**src/rtl/reduce_seq_if.sv**
```systemverilog
// Handshake bundle for reduce_seq: operand channel in, result channel out.
// No logic here; WIDTH and CW must match the reduce_seq instance.
// master drives operands and out_ready; slave is the reduction unit.
interface reduce_seq_if #(
  parameter int WIDTH = 32,
  parameter int CW    = 4
);
  logic             in_valid;
  logic             in_ready;
  logic [WIDTH-1:0] in_data;
  logic [1:0]       in_op;
  logic             out_valid;
  logic             out_ready;
  logic             out_result;
  logic [CW-1:0]    out_cycles;

  modport master (
    output in_valid, in_data, in_op, out_ready,
    input  in_ready, out_valid, out_result, out_cycles
  );

  modport slave (
    input  in_valid, in_data, in_op, out_ready,
    output in_ready, out_valid, out_result, out_cycles
  );
endinterface

```
**src/rtl/reduce_seq.sv**
```systemverilog
// Multi-cycle bit reduction (AND/OR/XOR/ZERO), CHUNK bits folded per cycle.
// Latency: NCHUNK fold edges after accept (fewer with EARLY_EXIT on absorbing acc).
// Backpressure: single operand in flight; result held until out_ready, in_ready only in IDLE.
module reduce_seq #(
  parameter int WIDTH      = 32,
  parameter int CHUNK      = 4,
  parameter int EARLY_EXIT = 0,
  parameter int CW         = $clog2((WIDTH + CHUNK - 1) / CHUNK + 1)
) (
  input  logic         clk,
  input  logic         rst_n,
  reduce_seq_if.slave  bus
);

  localparam int NCHUNK = (WIDTH + CHUNK - 1) / CHUNK;
  localparam int PW     = NCHUNK * CHUNK;

  localparam logic [1:0] OP_AND  = 2'b00;
  localparam logic [1:0] OP_OR   = 2'b01;
  localparam logic [1:0] OP_XOR  = 2'b10;
  localparam logic [1:0] OP_ZERO = 2'b11;

  typedef enum logic [1:0] {IDLE, RUN, DONE} state_t;

  state_t           state_q, state_d;
  logic [WIDTH-1:0] data_q, data_d;
  logic [1:0]       op_q, op_d;
  logic [CW-1:0]    idx_q, idx_d;
  logic             acc_q, acc_d;
  logic             result_q, result_d;
  logic [CW-1:0]    cycles_q, cycles_d;

  logic [PW-1:0]    pad_vec;
  logic [PW-1:0]    shifted;
  logic [CHUNK-1:0] chunk;
  logic             acc_fold;
  logic             absorbing;
  logic             last;

  // Select the current chunk (upper padding uses the op identity) and fold it into acc
  always_comb begin
    pad_vec              = {PW{op_q == OP_AND}};
    pad_vec[WIDTH-1:0]   = data_q;
    shifted              = pad_vec >> (CHUNK * int'(idx_q));
    chunk                = shifted[CHUNK-1:0];
    acc_fold             = acc_q;
    absorbing            = 1'b0;
    case (op_q)
      OP_AND: begin
        acc_fold  = acc_q & (&chunk);
        absorbing = ~acc_fold;
      end
      OP_XOR: begin
        acc_fold  = acc_q ^ (^chunk);
        absorbing = 1'b0;
      end
      default: begin
        // OR and ZERO both accumulate with OR; ZERO inverts at the end
        acc_fold  = acc_q | (|chunk);
        absorbing = acc_fold;
      end
    endcase
    last = (idx_q == CW'(NCHUNK - 1));
  end

  // Next-state and datapath updates for IDLE -> RUN -> DONE
  always_comb begin
    state_d  = state_q;
    data_d   = data_q;
    op_d     = op_q;
    idx_d    = idx_q;
    acc_d    = acc_q;
    result_d = result_q;
    cycles_d = cycles_q;
    case (state_q)
      IDLE: begin
        if (bus.in_valid) begin
          data_d  = bus.in_data;
          op_d    = bus.in_op;
          idx_d   = '0;
          acc_d   = (bus.in_op == OP_AND);
          state_d = RUN;
        end
      end
      RUN: begin
        acc_d = acc_fold;
        idx_d = idx_q + 1'b1;
        if (last || ((EARLY_EXIT != 0) && absorbing)) begin
          state_d  = DONE;
          result_d = (op_q == OP_ZERO) ? ~acc_fold : acc_fold;
          cycles_d = idx_q + 1'b1;
        end
      end
      DONE: begin
        if (bus.out_ready) begin
          state_d = IDLE;
        end
      end
      default: state_d = IDLE;
    endcase
  end

  // State and datapath registers; reset abandons any operand in flight
  always_ff @(posedge clk or negedge rst_n) begin
    if (!rst_n) begin
      state_q  <= IDLE;
      data_q   <= '0;
      op_q     <= OP_AND;
      idx_q    <= '0;
      acc_q    <= 1'b0;
      result_q <= 1'b0;
      cycles_q <= '0;
    end else begin
      state_q  <= state_d;
      data_q   <= data_d;
      op_q     <= op_d;
      idx_q    <= idx_d;
      acc_q    <= acc_d;
      result_q <= result_d;
      cycles_q <= cycles_d;
    end
  end

  assign bus.in_ready   = (state_q == IDLE);
  assign bus.out_valid  = (state_q == DONE);
  assign bus.out_result = result_q;
  assign bus.out_cycles = cycles_q;

endmodule

```
**src/flat_wrapper.sv**
```systemverilog
// flat-port wrapper written by rule: the top's interface ports become plain ports
module reduce_seq_flat 
#(
  parameter int WIDTH      = 32,
  parameter int CHUNK      = 4,
  parameter int EARLY_EXIT = 0,
  parameter int CW         = $clog2((WIDTH + CHUNK - 1) / CHUNK + 1)
)
  (clk, rst_n, bus_in_valid, bus_in_data, bus_in_op, bus_out_ready, bus_in_ready, bus_out_valid, bus_out_result, bus_out_cycles);
  reduce_seq_if #(.WIDTH(WIDTH), .CW(CW)) bus_i ();
  input  logic clk;
  input  logic rst_n;
  input wire logic [$bits(bus_i.in_valid)-1:0] bus_in_valid;
  input wire logic [$bits(bus_i.in_data)-1:0] bus_in_data;
  input wire logic [$bits(bus_i.in_op)-1:0] bus_in_op;
  input wire logic [$bits(bus_i.out_ready)-1:0] bus_out_ready;
  output wire logic [$bits(bus_i.in_ready)-1:0] bus_in_ready;
  output wire logic [$bits(bus_i.out_valid)-1:0] bus_out_valid;
  output wire logic [$bits(bus_i.out_result)-1:0] bus_out_result;
  output wire logic [$bits(bus_i.out_cycles)-1:0] bus_out_cycles;
  assign bus_i.in_valid = bus_in_valid;
  assign bus_i.in_data = bus_in_data;
  assign bus_i.in_op = bus_in_op;
  assign bus_i.out_ready = bus_out_ready;
  assign bus_in_ready = bus_i.in_ready;
  assign bus_out_valid = bus_i.out_valid;
  assign bus_out_result = bus_i.out_result;
  assign bus_out_cycles = bus_i.out_cycles;
  reduce_seq #(.WIDTH(WIDTH), .CHUNK(CHUNK), .EARLY_EXIT(EARLY_EXIT), .CW(CW)) u_core (.clk(clk), .rst_n(rst_n), .bus(bus_i));
endmodule
```
**config.mk**
```make
export PLATFORM = sky130hd
export DESIGN_NAME = reduce_seq_flat
export DESIGN_NICKNAME = d
export VERILOG_FILES = /design/src/rtl/reduce_seq_if.sv /design/src/rtl/reduce_seq.sv /design/src/flat_wrapper.sv
export SDC_FILE = /design/constraint.sdc
export NUM_CORES = 1
export LEC_CHECK = 0
export CORE_UTILIZATION = 47
export DETAILED_ROUTE_END_ITERATION = 8
export PLACE_DENSITY = 0.86
export SYNTH_ARGS = -nofsm -noshare
export SYNTH_HDL_FRONTEND = slang
export SYNTH_SLANG_ARGS = --single-unit
```
**constraint.sdc**
```tcl
create_clock -name clk -period 2.55 [get_ports clk]
set_input_delay 0.3825 -clock clk [delete_from_list [all_inputs] [get_ports clk]]
set_output_delay 0.3825 -clock clk [all_outputs]
set_load 0.01 [all_outputs]
```
# After elaboration in Yosys (flattened, before gate mapping)
# Index checks and enable logic that the tools add are counted.
totals:
  ff_bits: 46
  wordCells: 42
classes:
  n_bitwise: 4
  shifts: 1
  mux: 10
  reduce_logical: 11
  eq_ne: 8
  n_addsub: 1
op_table:
  columns: ["op", "count"]
  rows:
  - ["32-bit by 6-bit >> shifter with 4-bit output", 1]
  - ["4-bit one-hot mux with 2 select lines", 1]
  - ["2-bit == test (second input constant)", 3]
  - ["2-bit zero test", 3]
  - ["2-bit 2-to-1 mux", 3]
  - ["2-bit one-hot mux with 3 select lines", 1]
  - ["2-bit AND reduction", 3]
  - ["4-bit by 1-bit adder with 4-bit output (second input constant)", 1]
  - ["4-bit by 3-bit == test with 1-bit output (second input constant)", 1]
  - ["4-bit 2-to-1 mux", 1]
  - ["2-bit inequality test (second input constant)", 2]
  - ["1-bit one-hot mux with 2 select lines", 2]
  - ["4-bit AND reduction", 1]
  - ["4-bit OR reduction", 1]
  - ["4-bit parity", 1]
  - ["3-bit AND reduction", 1]
  - ["2-bit by 1-bit == test with 1-bit output (second input constant)", 1]
  - ["1-bit 2-to-1 mux", 2]
  - ["2-bit by 1-bit inequality test with 1-bit output (second input constant)", 1]
  - ["2-bit nonzero test", 1]
  - ["1-bit AND", 1]
  - ["1-bit NOT", 1]
  - ["1-bit bitwise OR", 1]
  - ["1-bit bitwise XOR", 1]

# Logic depth before layout (Yosys ltp)
# Gate-level depths: netlist (run 1).
depth:
  depth_word: 6
  ltp_mapped: 10
  depth_no_buf: 9

# Worst setup path after synthesis (run 1)
# No wires, ideal clock.
synth_timing:
  path_type: "register -> register"
  startpoint: "register u_core.idx_q[0]"
  endpoint: "register u_core.acc_q"
  n_path_buf: 1
  setup_slack_ns: 0.015
  stages_incl_launch_ff: 11
  t_arrival_ns: 2.409
  period_less_slack_ns: 2.535
  path_cell_list: "dfrtp_1 buf_4 mux4_2 nand2_1 a21o_1 inv_1 ha_1 xor2_1 mux2i_1 o211ai_1 a221o_2"
synth_via:
  elab_chain_len: 5
  word_cells_on_any_way: 9
synth_lines:
  columns: ["item", "line", "rtl"]
  rows:
  - ["from (decl)", "reduce_seq.sv:28", "logic [CW-1:0] idx_q, idx_d;"]
  - ["from (signal assigned)", "reduce_seq.sv:117", "idx_q <= idx_d;"]
  - ["32-bit by 6-bit >> shifter with 4-bit output *", "reduce_seq.sv:44", "shifted = pad_vec >> (CHUNK * int'(idx_q));"]
  - ["4-bit OR reduction, or another cell as far along", "reduce_seq.sv:59", "acc_fold = acc_q | (|chunk);"]
  - ["1-bit bitwise OR, or another cell as far along", "reduce_seq.sv:59", null]
  - ["1-bit one-hot mux with 2 select lines *", "reduce_seq.sv:48", "case (op_q)"]
  - ["1-bit one-hot mux with 2 select lines *", "reduce_seq.sv:75", "case (state_q)"]
  - ["to (signal assigned)", "reduce_seq.sv:110", "acc_q <= 1'b0;"]
  - ["to (signal assigned)", "reduce_seq.sv:118", "acc_q <= acc_d;"]
  - ["to (decl)", "reduce_seq.sv:29", "logic acc_q, acc_d;"]
# Every way passes the cells marked *; elsewhere a longest branch is shown, timed or not.
# A chain may end at the register's enable or synchronous reset.

# Final worst setup path (run 1)
# Ends and elaborated chain as after synthesis.

==> results of run 1 <==
power by group:
| group | leakage, nW | internal [mW] | switching [mW] | total [mW] |
|---|---|---|---|---|
| logic | 0.713 | 1.35 | 0.736 | 2.09 |
| registers | 0.556 | 1.09 | 0.337 | 1.43 |
| clock network | 0.0573 | 0.313 | 0.233 | 0.547 |
worst reg2reg max path: cells and delay by family, from the launching register on:
family          cells  cell delay, ns
mux                 2            0.71
compound gates      3            0.60
flops               1            0.38
fa+ha+maj           1            0.27
buf+inv             2            0.18
xor+xnor            1            0.17
simple gates        1            0.09
cell type report:
type	instances	area [µm²]	area share, %
clock buffers	6	82.6	2.73
clock inverters	1	30.0	0.993
inverters	8	30.0	0.993
multi-input cells	105	1130	37.4
flip-flops and latches	46	1150	38.1
well taps	67	83.8	2.77
repair buffers	52	515	17.1
per-stage QoR:
stage	hold WS [ns]	setup TNS [ns]	power [mW]	setup slack, ns	utilization [%]
3_5_place_dp	0.469	-0.0248	3.30	-0.0248	59.7
3_3_place_gp	0.463	0	3.22	0.0735	59.7
2_1_floorplan	0.0869	0	2.79	0.0148	-
6_report	0.247	0	4.06	0.0386	63.6
5_1_grt	0.334	-0.0636	4.34	-0.0623	63.6
4_1_cts	0.281	-0.00273	3.91	-0.00273	62.3
metal layers:
| layer | GRT usage (%) | part of all wire [%] | up-vias |
|---|---|---|---|
| li1 | - | - | 692 |
| met1 | 27.4 | 47 | 756 |
| met3 | 5.39 | 4.8 | 7 |
| met4 | 7.63 | 1.6 | 0 |
| met5 | 0 | 0 | - |
| met2 | 30.1 | 46 | 45 |
flip-flops by register name, indices dropped and copies added, names as in the netlist:
| name | flops |
|---|---|
| u_core.op_q | 2 |
| u_core.data_q | 32 |
| u_core.acc_q | 1 |
| u_core.bus.out_cycles | 4 |
| u_core.state_q | 2 |
| u_core.idx_q | 4 |
| u_core.bus.out_result | 1 |
what timing repair did:
item                       in CTS  in global routing
resized for setup               2                  5
gates cloned                    0                  0
setup buffers                   0                  4
setup endpoints to repair       1                  2
pin swaps                       0                  2
cell families after synthesis:
group                      after synthesis  synth area share [%]
and+or+nand+nor                         29                  6.34
buffers and inverters                   17                  4.26
adders and majority gates                5                  2.67
AOI/OAI and AO/OA                       22                  5.86
xor gates and xnor gates                 2                 0.746
muxes                                   47                  31.1
DFF                                     46                  49.0
cells in the final DEF, fill, tap and decap left out, types with 2 or more instances in the layout:
cell type,synthesis,routed
a21o_1,3,3
a21oi_1,6,6
a22o_1,2,2
buf_4,1,5
buf_6,4,2
clkbuf_8,0,6
clkdlybuf4s50_1,0,43
dfrtp_1,46,46
ha_1,5,3
ha_4,0,2
inv_1,8,7
mux2_2,7,7
mux2_4,30,30
mux2i_1,2,2
mux4_2,8,8
nand2_1,11,11
nand2b_1,5,5
nor2_1,2,2
nor3_1,3,3
o21ai_0,7,6
worst paths after layout:
path                       slack [ns]                            startpoint  depth (start not counted)                                    to
min in group clk                 0.48  u_core.bus.out_cycles[2]$_DFFE_PN0P_                          1  u_core.bus.out_cycles[2]$_DFFE_PN0P_
hold / removal                   0.25                                 rst_n                          1         u_core.data_q[17]$_DFFE_PN0P_
max in group asynchronous        1.68                                 rst_n                          1          u_core.data_q[9]$_DFFE_PN0P_
hold reg to reg                  0.48  u_core.bus.out_cycles[2]$_DFFE_PN0P_                          1  u_core.bus.out_cycles[2]$_DFFE_PN0P_
setup reg to reg                 0.04           u_core.idx_q[0]$_DFFE_PN0P_                         10              u_core.acc_q$_DFFE_PN0P_
setup / recovery                 0.04           u_core.idx_q[0]$_DFFE_PN0P_                         10              u_core.acc_q$_DFFE_PN0P_
==> metrics.cfg, run 1 <==
[worst_setup_path]
critPathLaunchType = register
crit_buf_inv = 2
path_cells = buf_6 > mux4_2 > nand2b_1 > a21o_1 > inv_2 > ha_4 > xor2_2 > mux2i_1 > o211ai_1 > a221o_2
crit_family = multiplexers
cp_max_fo = 4
critPathArrivalTime_ns = 2.70
critPathCaptureType = register
required_ns = 2.73
cp_slowest_stage_delay_ns = 0.50
cpMaxStageDelayCell = mux4_2
path_class = register to register

[global_routing]
grt.total_usage_pct = 19.9
antenna_found_initial = 0
grt_max_degree = 47
overflow = 0
first_global_vias = 1560
grt_pass1_wl_um = 7850

[yosys]
synth_area_leader_cell = dfrtp_1
synth_area_um2 = 2350
synthTopCellsByCount = dfrtp_1 (46), mux2_4 (30), nand2_1 (11)
yosysMostFrequentCell = dfrtp_1
synthCells = 168
yosysSeqAreaShare_pct = 49.0
synth_top_area_share_pct = 49.0
syn_nets = 211
synth_edf_count = 0
ys_warn_count = 0
synthFlopType = dfrtp_1
async_reset_ff_share_pct = 100
ys_types = 32
synth.avg_cell_area_um2 = 14.0
synth_area_leaders = dfrtp_1 (49%), mux2_4 (19%), mux4_2 (7.7%), mux2_2 (3.4%), ha_1 (2.7%)
synth_seq_cells = 46

[die]
start_util_pct = 49.4
core_um2 = 4750
die-area_um2 = 5280
placementRows = 25
die_w_um = 72.7
die_h_um = 72.7
ios = 45

[clocking]
cts_buffer_depth = 2
clkSinkCount = 46
cts-root-buf = clkbuf_8
clk_latency_ns = 0.30
htreeDepth = 2
tritoncts = yes
cts.clk_slew.worst_paths_ns = 0.08
cts_hold_buf = 0
cts_buffers = 5

[detailed_routing]
num_vias = 1500
ant_nets = 0
drc = 0
wire_per_inst_um = 15.5
firstDrtPassIters = 4
vias_per_cell = 5.26
dr.first_iter.drc_count = 73
wl_um = 4410

[timing]
setup_violations = 0
rsz0062_at_grt = true
max_clock_freq_mhz = 398
period_share_pct = 98.5
tightest_slew_ns = 1.00
finalCriticalPeriod_ns = 2.51
final-hold-violation-count = 0
report.final.slew_viol_count = 0
fin_skew_ns = 0.00519
max_slew_margin_pct = 33.4

[power]
peakVddDrop_mv = 0.550
power_density_nw_per_um2 = 1340
p_leak_nw = 1.33

[outcome]
status = complete, no violations

[place]
dpl.cell_count = 274
place_congestion = 0.756
postPlaceCellArea_um2 = 2840
port_buffers = 44
hpwl_um = 3160

[hold_path]
hold_class = input port to asynchronous set/reset pin

[run]
maxCapViolCount = 0

[final_layout]
insertedDiodeCount = 0
final_cell_area_um2 = 3020
drive_gt1_share_pct = 31.2
num-fill-cells = 387
final_cell_count_no_fill = 285
area_growth_syn_to_layout_pct = 28.8
nNetsFinal = 261

(Power assumes the default switching activity.)
==> run 2, diff against run 1 <==
--- a/config.mk
+++ b/config.mk
@@ -8,6 +8,7 @@
 export CORE_UTILIZATION = 47
 export DETAILED_ROUTE_END_ITERATION = 8
 export PLACE_DENSITY = 0.86
+export SKIP_CTS_REPAIR_TIMING = 1
 export SYNTH_ARGS = -nofsm -noshare
 export SYNTH_HDL_FRONTEND = slang
 export SYNTH_SLANG_ARGS = --single-unit
==> metrics.cfg, run 2 (synthesized netlist as in run 1, its figures left out) <==
[timing]
tightest_slew_ns = 1.00  ; +0.00230 ns
report.final.slew_viol_count = 0  ; unchanged
final-hold-violation-count = 0  ; unchanged
finalCriticalPeriod_ns = 2.51  ; +0.00318 ns
max_clock_freq_mhz = 398  ; -0.13%
fin_skew_ns = 0.00665  ; +0.00146 ns
period_share_pct = 98.6  ; +0.12 points
rsz0062_at_grt = true
max_slew_margin_pct = 33.2  ; -0.15 points
setup_violations = 0  ; unchanged

[detailed_routing]
ant_nets = 0  ; unchanged
wire_per_inst_um = 15.7  ; +1.2%
drc = 0  ; unchanged
firstDrtPassIters = 4  ; unchanged
dr.first_iter.drc_count = 61  ; -16%
vias_per_cell = 5.26  ; unchanged
num_vias = 1500  ; unchanged
wl_um = 4470  ; +1.2%

[hold_path]
hold_class = input port to asynchronous set/reset pin

[worst_setup_path]
critPathLaunchType = register
critPathCaptureType = register
path_class = register to register
cp_max_fo = 4  ; unchanged
required_ns = 2.74  ; about the same
critPathArrivalTime_ns = 2.70  ; about the same

[final_layout]
nNetsFinal = 261  ; unchanged
num-fill-cells = 390  ; +0.78%
final_cell_area_um2 = 3030  ; +0.33%
mostFrequentLayoutCell = dfrtp_1
final_cell_mix = dfrtp_1 (46), clkdlybuf4s50_1 (43), mux2_4 (30)
largest_reg_flops = 32  ; unchanged
final_util_pct = 63.8  ; +0.21 points
insertedDiodeCount = 0  ; unchanged
final_cell_count_no_fill = 285  ; unchanged
drive_gt1_share_pct = 32.1  ; +0.92 points
regMostFlops = u_core.data_q
area_growth_syn_to_layout_pct = 29.2

[die]
ios = 45  ; unchanged
die-area_um2 = 5280  ; unchanged
die_w_um = 72.7  ; unchanged
core_um2 = 4750  ; unchanged
die_h_um = 72.7  ; unchanged
start_util_pct = 49.4  ; unchanged
placementRows = 25  ; unchanged

[place]
port_buffers = 44  ; unchanged
hpwl_um = 3160  ; unchanged
place_congestion = 0.756  ; unchanged
dpl.cell_count = 274  ; unchanged
postPlaceCellArea_um2 = 2840  ; unchanged

[clocking]
cts.clk_slew.worst_paths_ns = 0.08  ; about the same
cts_buffer_depth = 2  ; unchanged
clk_latency_ns = 0.30  ; about the same
tritoncts = yes
cts-root-buf = clkbuf_8
cts_buffers = 5  ; unchanged
clkSinkCount = 46  ; unchanged
htreeDepth = 2  ; unchanged

[global_routing]
grt_pass1_wl_um = 7850  ; unchanged
overflow = 0  ; unchanged
antenna_found_initial = 0  ; unchanged
first_global_vias = 1563  ; +0.19%
grt_max_degree = 47  ; unchanged
grt.total_usage_pct = 19.9  ; unchanged

[power]
power_density_nw_per_um2 = 1350  ; +0.86%
peakVddDrop_mv = 0.530  ; -3.6%
p_leak_nw = 1.33  ; +0.12%

[run]
maxCapViolCount = 0  ; unchanged

[outcome]
status = complete, no violations

-- run 2: path summary, 6_finish.rpt --
kind | startpoint | endpoint | slack [ns] | cells past startpoint
min in group clk | u_core.bus.out_cycles[2]$_DFFE_PN0P_ | u_core.bus.out_cycles[2]$_DFFE_PN0P_ | 0.48 | 1
worst min register to register | u_core.bus.out_cycles[2]$_DFFE_PN0P_ | u_core.bus.out_cycles[2]$_DFFE_PN0P_ | 0.48 | 1
max in group asynchronous | rst_n | u_core.data_q[9]$_DFFE_PN0P_ | 1.68 | 1
worst max-delay path | u_core.idx_q[0]$_DFFE_PN0P_ | u_core.acc_q$_DFFE_PN0P_ | 0.04 | 10
worst min-delay path | rst_n | u_core.data_q[17]$_DFFE_PN0P_ | 0.25 | 1
worst max register to register | u_core.idx_q[0]$_DFFE_PN0P_ | u_core.acc_q$_DFFE_PN0P_ | 0.04 | 10
-- run 2: per-layer routing --
metal | vias up | routed length, µm | GRT usage (%)
li1 | 692 | - | -
met1 | 758 | 2110 | 27.3
met2 | 41 | 2080 | 30.2
met3 | 9 | 201 | 5.39
met4 | 0 | 78 | 7.63
met5 | - | 0 | 0
-- run 2: per-stage QoR --
step	setup WS [ns]	power, mW	hold slack [ns]	TNS [ns]
4_1_cts	-0.0339	3.86	0.281	-0.0339
3_5_place_dp	-0.0248	3.30	0.469	-0.0248
2_1_floorplan	0.0148	2.79	0.0869	0
6_report	0.0354	4.11	0.248	0
5_1_grt	-0.0623	4.38	0.334	-0.0623
3_3_place_gp	0.0735	3.22	0.463	0
-- run 2: cell type report --
type / count / area (µm²) / area share, %
repair buffers: 52 / 515 / 17.0
clock inverters: 1 / 30.0 / 0.990
clock buffers: 6 / 82.6 / 2.72
well taps: 67 / 83.8 / 2.76
inverters: 8 / 30.0 / 0.990
flip-flops and latches: 46 / 1150 / 38.0
multi-input cells: 105 / 1140 / 37.6
-- run 2: report_power, final --
group	switching (mW)	internal, mW
Clock	0.235	0.314
Sequential	0.342	1.09
Combinational	0.765	1.36
Total	1.34	2.77
-- run 2: worst max-delay path, stage by stage, from the launching register on --
cell	delay, ns
dfrtp_1	0.38
buf_6	0.13
mux4_2	0.50
nand2b_1	0.09
a21o_1	0.14
inv_2	0.05
ha_4	0.26
xor2_2	0.17
mux2i_1	0.22
o211ai_1	0.10
a221o_2	0.35
==> run 3, diff against run 2 <==
--- a/config.mk
+++ b/config.mk
@@ -5,6 +5,7 @@
 export SDC_FILE = /design/constraint.sdc
 export NUM_CORES = 1
 export LEC_CHECK = 0
+export CORE_MARGIN = 3
 export CORE_UTILIZATION = 47
 export DETAILED_ROUTE_END_ITERATION = 8
 export PLACE_DENSITY = 0.86
==> metrics.cfg, run 3 (synthesized netlist as in run 1, its figures left out) <==
[detailed_routing]
wl_um = 4600  ; +3.1%
ant_nets = 0  ; unchanged
num_vias = 1473  ; -1.8%
firstDrtPassIters = 4  ; unchanged
wire_per_inst_um = 16.2  ; +3.4%
vias_per_cell = 5.19  ; -1.5%
drc = 0  ; unchanged
dr.first_iter.drc_count = 57  ; -6.6%

[power]
p_clk_share_pct = 13.6  ; +0.2 points
combPwrFrac_pct = 50.7  ; -1.1 points
p_leak_nw = 1.32  ; -0.82%
power_frac_seq_pct = 35.6  ; +0.8 points
switchingPower_mw = 1.31  ; -2.6%
p_total_mw = 3.99  ; -2.9%
cell_internal_pwr_mw = 2.68  ; -3.0%
peakVddDrop_mv = 0.625  ; +18%
switching_share_pct = 32.8  ; +0.097 points
power_density_nw_per_um2 = 1330  ; -1.7%

[die]
die_h_um = 76.7  ; +5.5%
die-area_um2 = 5880  ; +11%
placementRows = 25  ; unchanged
die_w_um = 76.7  ; +5.5%
core_um2 = 4790  ; +0.66%
start_util_pct = 49.0  ; -0.32 points
ios = 45  ; unchanged

[timing]
fin_skew_ns = 0.00549  ; -0.00116 ns
max_clock_freq_mhz = 393  ; -1.1%
setup_tns_ns = 0  ; unchanged
report.final.slew_viol_count = 0  ; unchanged
finalWorstSetupSlack_ns = 0.00740  ; -0.0280 ns
finalCriticalPeriod_ns = 2.54  ; +0.0280 ns
setup_violations = 0  ; unchanged
hold_slack_ns = 0.245  ; -0.00248 ns
period_share_pct = 99.7  ; +1.1 points
max_slew_margin_pct = 33.9  ; +0.72 points
rsz0062_at_grt = true
final-hold-violation-count = 0  ; unchanged
tightest_slew_ns = 0.991  ; -0.0109 ns

[worst_setup_path]
worstSetupStartpoint = u_core.idx_q[0]$_DFFE_PN0P_
rrSetupSlack_ns = 0.007  ; -0.03 ns
timing.rr.start = u_core.idx_q[0]$_DFFE_PN0P_
cp_slowest_stage_delay_ns = 0.49  ; about the same
critPathLaunchType = register
r2r-end = u_core.acc_q$_DFFE_PN0P_
required_ns = 2.73  ; about the same
reg2reg_depth = 10  ; unchanged
path_class = register to register
critPathArrivalTime_ns = 2.73  ; +0.03 ns
path_cells = buf_6 > mux4_2 > nand2b_1 > a21o_1 > inv_2 > ha_4 > xor2_2 > mux2i_1 > o211ai_1 > a221o_2
cpMaxStageDelayCell = mux4_2
cp_max_fo = 4  ; unchanged
critPathCaptureType = register

[final_layout]
drive_gt1_share_pct = 30.4  ; -1.7 points
regMostFlops = u_core.data_q
final_cell_area_um2 = 3000  ; -1.2%
final_util_pct = 62.6  ; -1.2 points
mostFrequentLayoutCell = dfrtp_1
nNetsFinal = 259  ; -0.77%
final_cell_mix = dfrtp_1 (46), clkdlybuf4s50_1 (43), mux2_4 (30)
final_cell_count_no_fill = 284  ; -0.35%
largest_reg_flops = 32  ; unchanged
insertedDiodeCount = 0  ; unchanged
area_growth_syn_to_layout_pct = 27.6

[global_routing]
grt_max_degree = 47  ; unchanged
overflow = 0  ; unchanged
antenna_found_initial = 0  ; unchanged
first_global_vias = 1544  ; -1.2%
grt_pass1_wl_um = 7680  ; -2.1%
grt.total_usage_pct = 16.6  ; -3.3 points

[clocking]
cts_buffer_depth = 2  ; unchanged
clk_latency_ns = 0.30  ; about the same
cts_buffers = 5  ; unchanged
clkSinkCount = 46  ; unchanged
htreeDepth = 2  ; unchanged
tritoncts = yes
cts.clk_slew.worst_paths_ns = 0.09  ; about the same
cts-root-buf = clkbuf_8

[place]
hpwl_um = 3280  ; +3.7%
postPlaceCellArea_um2 = 2850  ; +0.26%
pre_cts_ws_ns = 0.0153  ; +0.0400 ns
dpl.cell_count = 275  ; +0.36%
place_congestion = 0.780  ; +3.1%
port_buffers = 44  ; unchanged

[outcome]
status = complete, no violations

[hold_path]
hold_class = input port to asynchronous set/reset pin

[run]
maxCapViolCount = 0  ; unchanged

## run 3: worst max-delay path, delay by kind of cell, from the launching register on
family / cells / cell delay [ns]
and+or+nand+nor: 1 / 0.09
AOI/OAI and AO/OA: 3 / 0.60
buffers and inverters: 2 / 0.19
muxes: 2 / 0.72
DFF: 1 / 0.40
xor gates and xnor gates: 1 / 0.17
adders and majority gates: 1 / 0.27
## run 3: layout make-up
| cell class | count | area [µm²] |
|---|---|---|
| Clock inverter | 3 | 43.8 |
| Tap cell | 67 | 83.8 |
| Multi-Input combinational cell | 105 | 1120 |
| Sequential cell | 46 | 1150 |
| Inverter | 8 | 30.0 |
| Timing Repair Buffer | 50 | 500 |
| Fill cell | 360 | 1790 |
| Clock buffer | 5 | 68.8 |
## run 3: power groups by stage
stage	Clock [mW]	Combinational (mW)	Sequential [mW]
floorplan	0	1.52	1.27
global placement	0	1.82	1.41
detailed placement	0	1.89	1.42
CTS	0.557	1.91	1.42
global route	0.591	2.19	1.47
finish	0.544	2.02	1.42
## run 3: how the worst max path moves through the flow
stage,end,slack (ns)
after floorplan,u_core.acc_q$_DFFE_PN0P_,0.01
after CTS,u_core.acc_q$_DFFE_PN0P_,-0.04
after detailed placement,u_core.acc_q$_DFFE_PN0P_,0.02
after global placement,u_core.acc_q$_DFFE_PN0P_,0.06
after global routing,u_core.acc_q$_DFFE_PN0P_,-0.15
final,u_core.acc_q$_DFFE_PN0P_,0.007
## run 3: routing by layer
layer | share of wire (%) | up-vias | GRT usage, %
met5 | 0 | - | 0
met3 | 5.4 | 8 | 4.23
li1 | - | 690 | -
met2 | 49 | 43 | 27.3
met1 | 44 | 732 | 21.5
met4 | 1.4 | 0 | 5.43
